$ cat config.mk
export PLATFORM = sky130hd
export DESIGN_NAME = vc_dest_arbiter_flat
export DESIGN_NICKNAME = d
export VERILOG_FILES = /design/src/rtl/pcie_tx_pkg.sv /design/src/rtl/vc_dest_arbiter_if.sv /design/src/rtl/vc_starve_counter.sv /design/src/rtl/vc_dest_arbiter.sv /design/src/flat_wrapper.sv
export SDC_FILE = /design/constraint.sdc
export NUM_CORES = 1
export LEC_CHECK = 0
export BUFFER_PORTS_ARGS = -buffer_cell sky130_fd_sc_hd__buf_2
export CAP_MARGIN = 10
export CORE_AREA = 8 8 46 55
export DETAILED_ROUTE_END_ITERATION = 16
export DIE_AREA = 0 0 54 63
export HOLD_SLACK_MARGIN = 0.08
export PLACE_DENSITY = 0.72
export SYNTH_ARGS = -nofsm -noshare
export SYNTH_HDL_FRONTEND = slang
export SYNTH_SLANG_ARGS = --single-unit
$ cat constraint.sdc
create_clock -name clk -period 1.9 [get_ports clk]
set_clock_uncertainty 0.15 [all_clocks]
set_input_delay 0.38 -clock clk [delete_from_list [all_inputs] [get_ports clk]]
set_output_delay 0.38 -clock clk [all_outputs]
set_load 0.01 [all_outputs]
$ cat src/rtl/pcie_tx_pkg.sv
// Shared constants and types for the PCIe TX full_logic VC-to-destination path.
package pcie_tx_pkg;

    localparam int unsigned DATA_WIDTH = 6;
    localparam int unsigned DEST_BIT   = 4;

    localparam logic DEST_D0 = 1'b0;
    localparam logic DEST_D1 = 1'b1;

    typedef enum logic [1:0] {
        NONE = 2'd0,
        VC0  = 2'd1,
        VC1  = 2'd2
    } grant_e;

endpackage

$ cat src/rtl/vc_dest_arbiter_if.sv
// Handshake bundle between the VC FIFOs, the D FIFOs and the VC-to-destination arbiter.
interface vc_dest_arbiter_if;
    import pcie_tx_pkg::*;

    logic                  i_enable;
    logic                  i_vc0_empty;
    logic                  i_vc1_empty;
    logic [DATA_WIDTH-1:0] i_vc0_data;
    logic [DATA_WIDTH-1:0] i_vc1_data;
    logic                  i_d0_almost_full;
    logic                  i_d1_almost_full;
    logic                  o_vc0_pop;
    logic                  o_vc1_pop;
    logic                  o_d0_push;
    logic                  o_d1_push;
    logic [DATA_WIDTH-1:0] o_d_data_out;
    logic                  o_last_grant;

    modport slave (
        input  i_enable, i_vc0_empty, i_vc1_empty, i_vc0_data, i_vc1_data,
               i_d0_almost_full, i_d1_almost_full,
        output o_vc0_pop, o_vc1_pop, o_d0_push, o_d1_push, o_d_data_out, o_last_grant
    );

    modport master (
        output i_enable, i_vc0_empty, i_vc1_empty, i_vc0_data, i_vc1_data,
               i_d0_almost_full, i_d1_almost_full,
        input  o_vc0_pop, o_vc1_pop, o_d0_push, o_d1_push, o_d_data_out, o_last_grant
    );

endinterface

$ cat src/rtl/vc_starve_counter.sv
// Saturating count of consecutive VC1 denials; at_limit forces the next eligible VC1 grant.
module vc_starve_counter (
    input  logic       clk,
    input  logic       reset,
    input  logic       i_inc,
    input  logic       i_clr,
    input  logic [3:0] i_limit,
    output logic       o_at_limit
);

    logic [3:0] r_cnt;

    always_ff @(posedge clk) begin
        if (reset) begin
            r_cnt <= 4'd0;
        end else if (i_clr) begin
            r_cnt <= 4'd0;
        end else if (i_inc && (r_cnt < i_limit)) begin
            r_cnt <= r_cnt + 4'd1;
        end
    end

    assign o_at_limit = (r_cnt == i_limit);

endmodule

$ cat src/rtl/vc_dest_arbiter.sv
// Moves at most one VC head word per cycle into the D FIFO named by its routing bit;
// VC0 has priority, VC1 gets a starvation guard and bypasses a blocked VC0 head.
module vc_dest_arbiter
    import pcie_tx_pkg::*;
#(
    parameter int unsigned STARVE_LIMIT = 4
) (
    input logic              clk,
    input logic              reset,
    vc_dest_arbiter_if.slave bus
);

    localparam logic [3:0] LIMIT = 4'(STARVE_LIMIT);

    logic                  w_dest0;
    logic                  w_dest1;
    logic                  w_elig0;
    logic                  w_elig1;
    logic                  w_at_limit;
    grant_e                w_grant;
    logic                  w_vld_p0;
    logic                  w_sel_dest_p0;
    logic [DATA_WIDTH-1:0] w_sel_data_p0;

    logic                  r_d0_push_p1;
    logic                  r_d1_push_p1;
    logic [DATA_WIDTH-1:0] r_d_data_p1;
    logic                  r_last_grant_p1;

    assign w_dest0 = bus.i_vc0_data[DEST_BIT];
    assign w_dest1 = bus.i_vc1_data[DEST_BIT];

    // A head is only eligible if its own destination can take one more word.
    assign w_elig0 = !bus.i_vc0_empty &&
                     !((w_dest0 == DEST_D1) ? bus.i_d1_almost_full : bus.i_d0_almost_full);
    assign w_elig1 = !bus.i_vc1_empty &&
                     !((w_dest1 == DEST_D1) ? bus.i_d1_almost_full : bus.i_d0_almost_full);

    always_comb begin
        w_grant = NONE;
        if (!reset && bus.i_enable) begin
            if (w_at_limit && w_elig1) begin
                w_grant = VC1;
            end else if (w_elig0) begin
                w_grant = VC0;
            end else if (w_elig1) begin
                w_grant = VC1;
            end
        end
    end

    vc_starve_counter u_starve (
        .clk        (clk),
        .reset      (reset),
        .i_inc      ((w_grant == VC0) && w_elig1),
        .i_clr      (w_grant == VC1),
        .i_limit    (LIMIT),
        .o_at_limit (w_at_limit)
    );

    assign bus.o_vc0_pop = (w_grant == VC0);
    assign bus.o_vc1_pop = (w_grant == VC1);

    assign w_vld_p0      = (w_grant != NONE);
    assign w_sel_dest_p0 = (w_grant == VC1) ? w_dest1 : w_dest0;
    assign w_sel_data_p0 = (w_grant == VC1) ? bus.i_vc1_data : bus.i_vc0_data;

    // ---- p0 -> p1: popped word becomes the D FIFO push one cycle later ----
    always_ff @(posedge clk) begin
        if (reset) begin
            r_d0_push_p1    <= 1'b0;
            r_d1_push_p1    <= 1'b0;
            r_d_data_p1     <= '0;
            r_last_grant_p1 <= 1'b0;
        end else begin
            r_d0_push_p1 <= w_vld_p0 && (w_sel_dest_p0 == DEST_D0);
            r_d1_push_p1 <= w_vld_p0 && (w_sel_dest_p0 == DEST_D1);
            if (w_vld_p0) begin
                r_d_data_p1     <= w_sel_data_p0;
                r_last_grant_p1 <= (w_grant == VC1);
            end
        end
    end

    assign bus.o_d0_push    = r_d0_push_p1;
    assign bus.o_d1_push    = r_d1_push_p1;
    assign bus.o_d_data_out = r_d_data_p1;
    assign bus.o_last_grant = r_last_grant_p1;

endmodule

$ cat src/flat_wrapper.sv
// flat-port wrapper written by rule: the top's interface ports become plain ports
module vc_dest_arbiter_flat import pcie_tx_pkg::*;
#(
    parameter int unsigned STARVE_LIMIT = 4
)
  (clk, reset, bus_i_enable, bus_i_vc0_empty, bus_i_vc1_empty, bus_i_vc0_data, bus_i_vc1_data, bus_i_d0_almost_full, bus_i_d1_almost_full, bus_o_vc0_pop, bus_o_vc1_pop, bus_o_d0_push, bus_o_d1_push, bus_o_d_data_out, bus_o_last_grant);
  vc_dest_arbiter_if bus_i ();
  input logic clk;
  input logic reset;
  input wire logic [$bits(bus_i.i_enable)-1:0] bus_i_enable;
  input wire logic [$bits(bus_i.i_vc0_empty)-1:0] bus_i_vc0_empty;
  input wire logic [$bits(bus_i.i_vc1_empty)-1:0] bus_i_vc1_empty;
  input wire logic [$bits(bus_i.i_vc0_data)-1:0] bus_i_vc0_data;
  input wire logic [$bits(bus_i.i_vc1_data)-1:0] bus_i_vc1_data;
  input wire logic [$bits(bus_i.i_d0_almost_full)-1:0] bus_i_d0_almost_full;
  input wire logic [$bits(bus_i.i_d1_almost_full)-1:0] bus_i_d1_almost_full;
  output wire logic [$bits(bus_i.o_vc0_pop)-1:0] bus_o_vc0_pop;
  output wire logic [$bits(bus_i.o_vc1_pop)-1:0] bus_o_vc1_pop;
  output wire logic [$bits(bus_i.o_d0_push)-1:0] bus_o_d0_push;
  output wire logic [$bits(bus_i.o_d1_push)-1:0] bus_o_d1_push;
  output wire logic [$bits(bus_i.o_d_data_out)-1:0] bus_o_d_data_out;
  output wire logic [$bits(bus_i.o_last_grant)-1:0] bus_o_last_grant;
  assign bus_i.i_enable = bus_i_enable;
  assign bus_i.i_vc0_empty = bus_i_vc0_empty;
  assign bus_i.i_vc1_empty = bus_i_vc1_empty;
  assign bus_i.i_vc0_data = bus_i_vc0_data;
  assign bus_i.i_vc1_data = bus_i_vc1_data;
  assign bus_i.i_d0_almost_full = bus_i_d0_almost_full;
  assign bus_i.i_d1_almost_full = bus_i_d1_almost_full;
  assign bus_o_vc0_pop = bus_i.o_vc0_pop;
  assign bus_o_vc1_pop = bus_i.o_vc1_pop;
  assign bus_o_d0_push = bus_i.o_d0_push;
  assign bus_o_d1_push = bus_i.o_d1_push;
  assign bus_o_d_data_out = bus_i.o_d_data_out;
  assign bus_o_last_grant = bus_i.o_last_grant;
  vc_dest_arbiter #(.STARVE_LIMIT(STARVE_LIMIT)) u_core (.clk(clk), .reset(reset), .bus(bus_i));
endmodule
==> results.py <==
metrics = {
    "final_layout": {
        "final_nets": 142,
        "finish.utilization": 0.620,
        "areaGrowthSynthToFinish_pct": 54.3,
        "nFillCells": 154,
        "drive_above_1_share": 0.575,
        "fin_area_sq_mm": 0.00108,
        "n_antenna_cell": 0,
    },
    "pwr": {
        "vdd_drop_max_mv": 0.375,
        "power_density_mw_per_mm2": 542,
        "power_leakage_uw": 0.000495,
    },
    "logic_synthesis": {
        "synthCells": 70,
        "synth_common_cells": "dfxtp_1 (13), inv_1 (7), a211oi_1 (6), nor3_1 (5), o32ai_1 (5)",
        "synth_edf_count": 0,
        "yosysTopAreaCellShare": 0.371,
        "synth_cell_type_count": 30,
        "yosys.area.top_type": "dfxtp_1",
        "ys_warn_count": 0,
        "yosys.cell_count.top_type": "dfxtp_1",
        "synth.cell_area_sq_um": 701,
        "avgSynthCellArea_sq_um": 10.0,
        "synth-main-ff-cell": "dfxtp_1",
        "seq_area_frac_synth": 0.371,
        "ys_ff_latch": 13,
        "synthArstFlopShare": 0,
        "synth_nets": 91,
        "yosys-top-cells-area": "dfxtp_1 (37%), a211oi_1 (6.4%), o32ai_1 (6.3%), mux2_4 (4.3%), o32ai_4 (3.9%)",
    },
    "setup_path": {
        "end_kind": "output pin",
        "required_ns": 1.37,
        "worst-setup-path-type": "register to output pin",
        "worst_setup_path_start_kind": "register",
        "regToRegStartpoint": "u_core.u_starve.r_cnt[1]$_SDFFE_PP0P_",
        "worstPathArrival_ns": 1.37,
        "r2r_slack_ns": 0.27,
        "r2r_cells": 7,
        "crit_fanout": 2,
        "crit_start": "u_core.u_starve.r_cnt[1]$_SDFFE_PP0P_",
    },
    "hold_path": {
        "whs_path_depth": 3,
        "min_from": "bus_i_vc1_data[3]",
        "hold_class": "primary input to register",
    },
    "placement": {
        "io_buffers": 29,
        "place.gp.congestion": 0.827,
        "place_area_sq_um": 966,
        "hpwl_um": 1520,
        "dp_slack_ns": -0.0300,
    },
    "detailed_routing": {
        "wirelength_um": 2050,
        "postRouteAntennaNets": 0,
        "detail_route.iter0.violations": 5,
        "wl_per_cell_um": 14.7,
        "vias_per_cell": 5.42,
        "drc": 0,
        "vias": 754,
        "dr.pass1.iters": 2,
    },
    "global_routing": {
        "grt_overflow": 0,
        "antenna_found_initial": 0,
        "grt_pass1_wl_um": 3460,
        "grt_max_degree": 12,
        "track_usage": 0.126,
        "grt_pass1_vias": 820,
    },
    "timing": {
        "fin_tns_setup_ns": -0.00189,
        "rsz0062_at_grt": "true",
        "setup-violations-final": 1,
        "relSlewSlack": 0.759,
        "min_period_ns": 1.90,
        "fmax_ghz": 0.526,
        "finalCritPeriodShare": 1.00,
        "fin_ws_ns": -0.00189,
        "finalMaxSlewViolations": 0,
        "hold_viol": 0,
        "worstMarginPinSlew_ns": 0.362,
    },
    "cts": {
        "hold_buffers": 0,
        "cts_num_sinks": 13,
        "htreeDepth": 1,
        "clockBufferDepth": 2,
        "cts-root-buf": "clkbuf_4",
        "cts_tree": "done",
        "worstSkewPairLatency_ns": 0.27,
        "cts_buffers": 3,
        "cts.clk_slew.worst_paths_ns": 0.08,
    },
    "floorplan": {
        "die_y_um": 63,
        "rows": 17,
        "die-area_sq_mm": 0.00340,
        "start_util": 0.402,
        "dieWidth_um": 54,
        "core_sq_mm": 0.00174,
        "ios": 30,
    },
    "outcome": {
        "violations": "negative setup slack",
        "status": "complete, but fails checks",
    },
    "flow_run": {
        "cap_viol_max_count": 0,
    },
}
-- stage by stage --
stage	hold slack, ns	instances	power, uW
4_1_cts	0.188	138	586
5_1_grt	0.194	139	619
3_3_place_gp	0.305	130	415
2_1_floorplan	0.319	70	351
3_5_place_dp	0.323	130	417
6_report	0.188	139	586
-- worst max-delay path, cell delays in order (launching register included) --
cell,delay [ns]
dfxtp_2,0.33
inv_2,0.05
ha_4,0.15
and3b_2,0.22
nor3_4,0.15
nor2b_2,0.07
buf_2,0.14
-- worst paths after layout --
kind | to
setup / recovery | bus_o_vc1_pop
hold / removal | u_core.bus.o_d_data_out[3]$_SDFFE_PP0N_
setup reg to reg | u_core.bus.o_d_data_out[4]$_SDFFE_PP0N_
hold reg to reg | u_core.bus.o_last_grant$_SDFFE_PP0N_
-- flip-flops by register name (all words and copies together), names as in the netlist --
register                 count
u_core.bus.o_last_grant      1
u_core.bus.o_d0_push         1
u_core.bus.o_d_data_out      6
u_core.bus.o_d1_push         1
u_core.u_starve.r_cnt        4
-- cell type report --
class	count	area, sq um	area share
well taps	19	23.8	0.0220
clock buffers	4	26.3	0.0243
repair buffers	49	305	0.282
multi-input cells	47	437	0.404
inverters	7	26.3	0.0243
flip-flops and latches	13	263	0.243
-- metal layers --
metal / vias to the layer above / GRT usage / part of all wire
li1: 363 / - / -
met1: 367 / 0.129 / 0.40
met2: 20 / 0.227 / 0.50
met3: 4 / 0.0286 / 0.077
met4: 0 / 0.0556 / 0.017
met5: - / 0 / 0
-- logic make-up (layout without fill, tap and decap cells) --
group,Yosys count,after routing,share of synthesized area
AND/OR/NAND/NOR,21,21,0.221
AO/OA/AOI/OAI,20,20,0.241
flip-flops,13,13,0.371
buffers and inverters,10,60,0.0607
multiplexers,3,3,0.0571
adder cells (fa/ha/maj),2,2,0.0357
XOR/XNOR,1,1,0.0125
-- power breakdown --
group | switching [uW] | internal (uW) | total [uW]
Combinational | 62.9 | 70.3 | 133
Clock | 83.8 | 81.3 | 165
Sequential | 4.47 | 283 | 288
-- layout by cell type (no fill, tap or decap), types with 2 or more instances in the layout --
cell type and instances:
buf_6 2, a21oi_1 2, mux2_4 2, buf_4 19, inv_1 5, o32ai_1 5
o31ai_1 3, inv_2 2, clkbuf_4 3, a211oi_1 6, nor3_4 2, nand2b_1 2
buf_2 28, nor3b_1 2, dfxtp_2 2, nor3_1 4, dfxtp_1 11, o21bai_1 2
-- timing repair --
action	4_1_cts	5_1_grt
pin swaps	4	1
hold endpoints to repair	0	0
resized for setup	12	4
buffers inserted	4	1
setup endpoints to repair	2	2
gates cloned	0	0
Note: power is estimated with default switching activity, not from simulation.
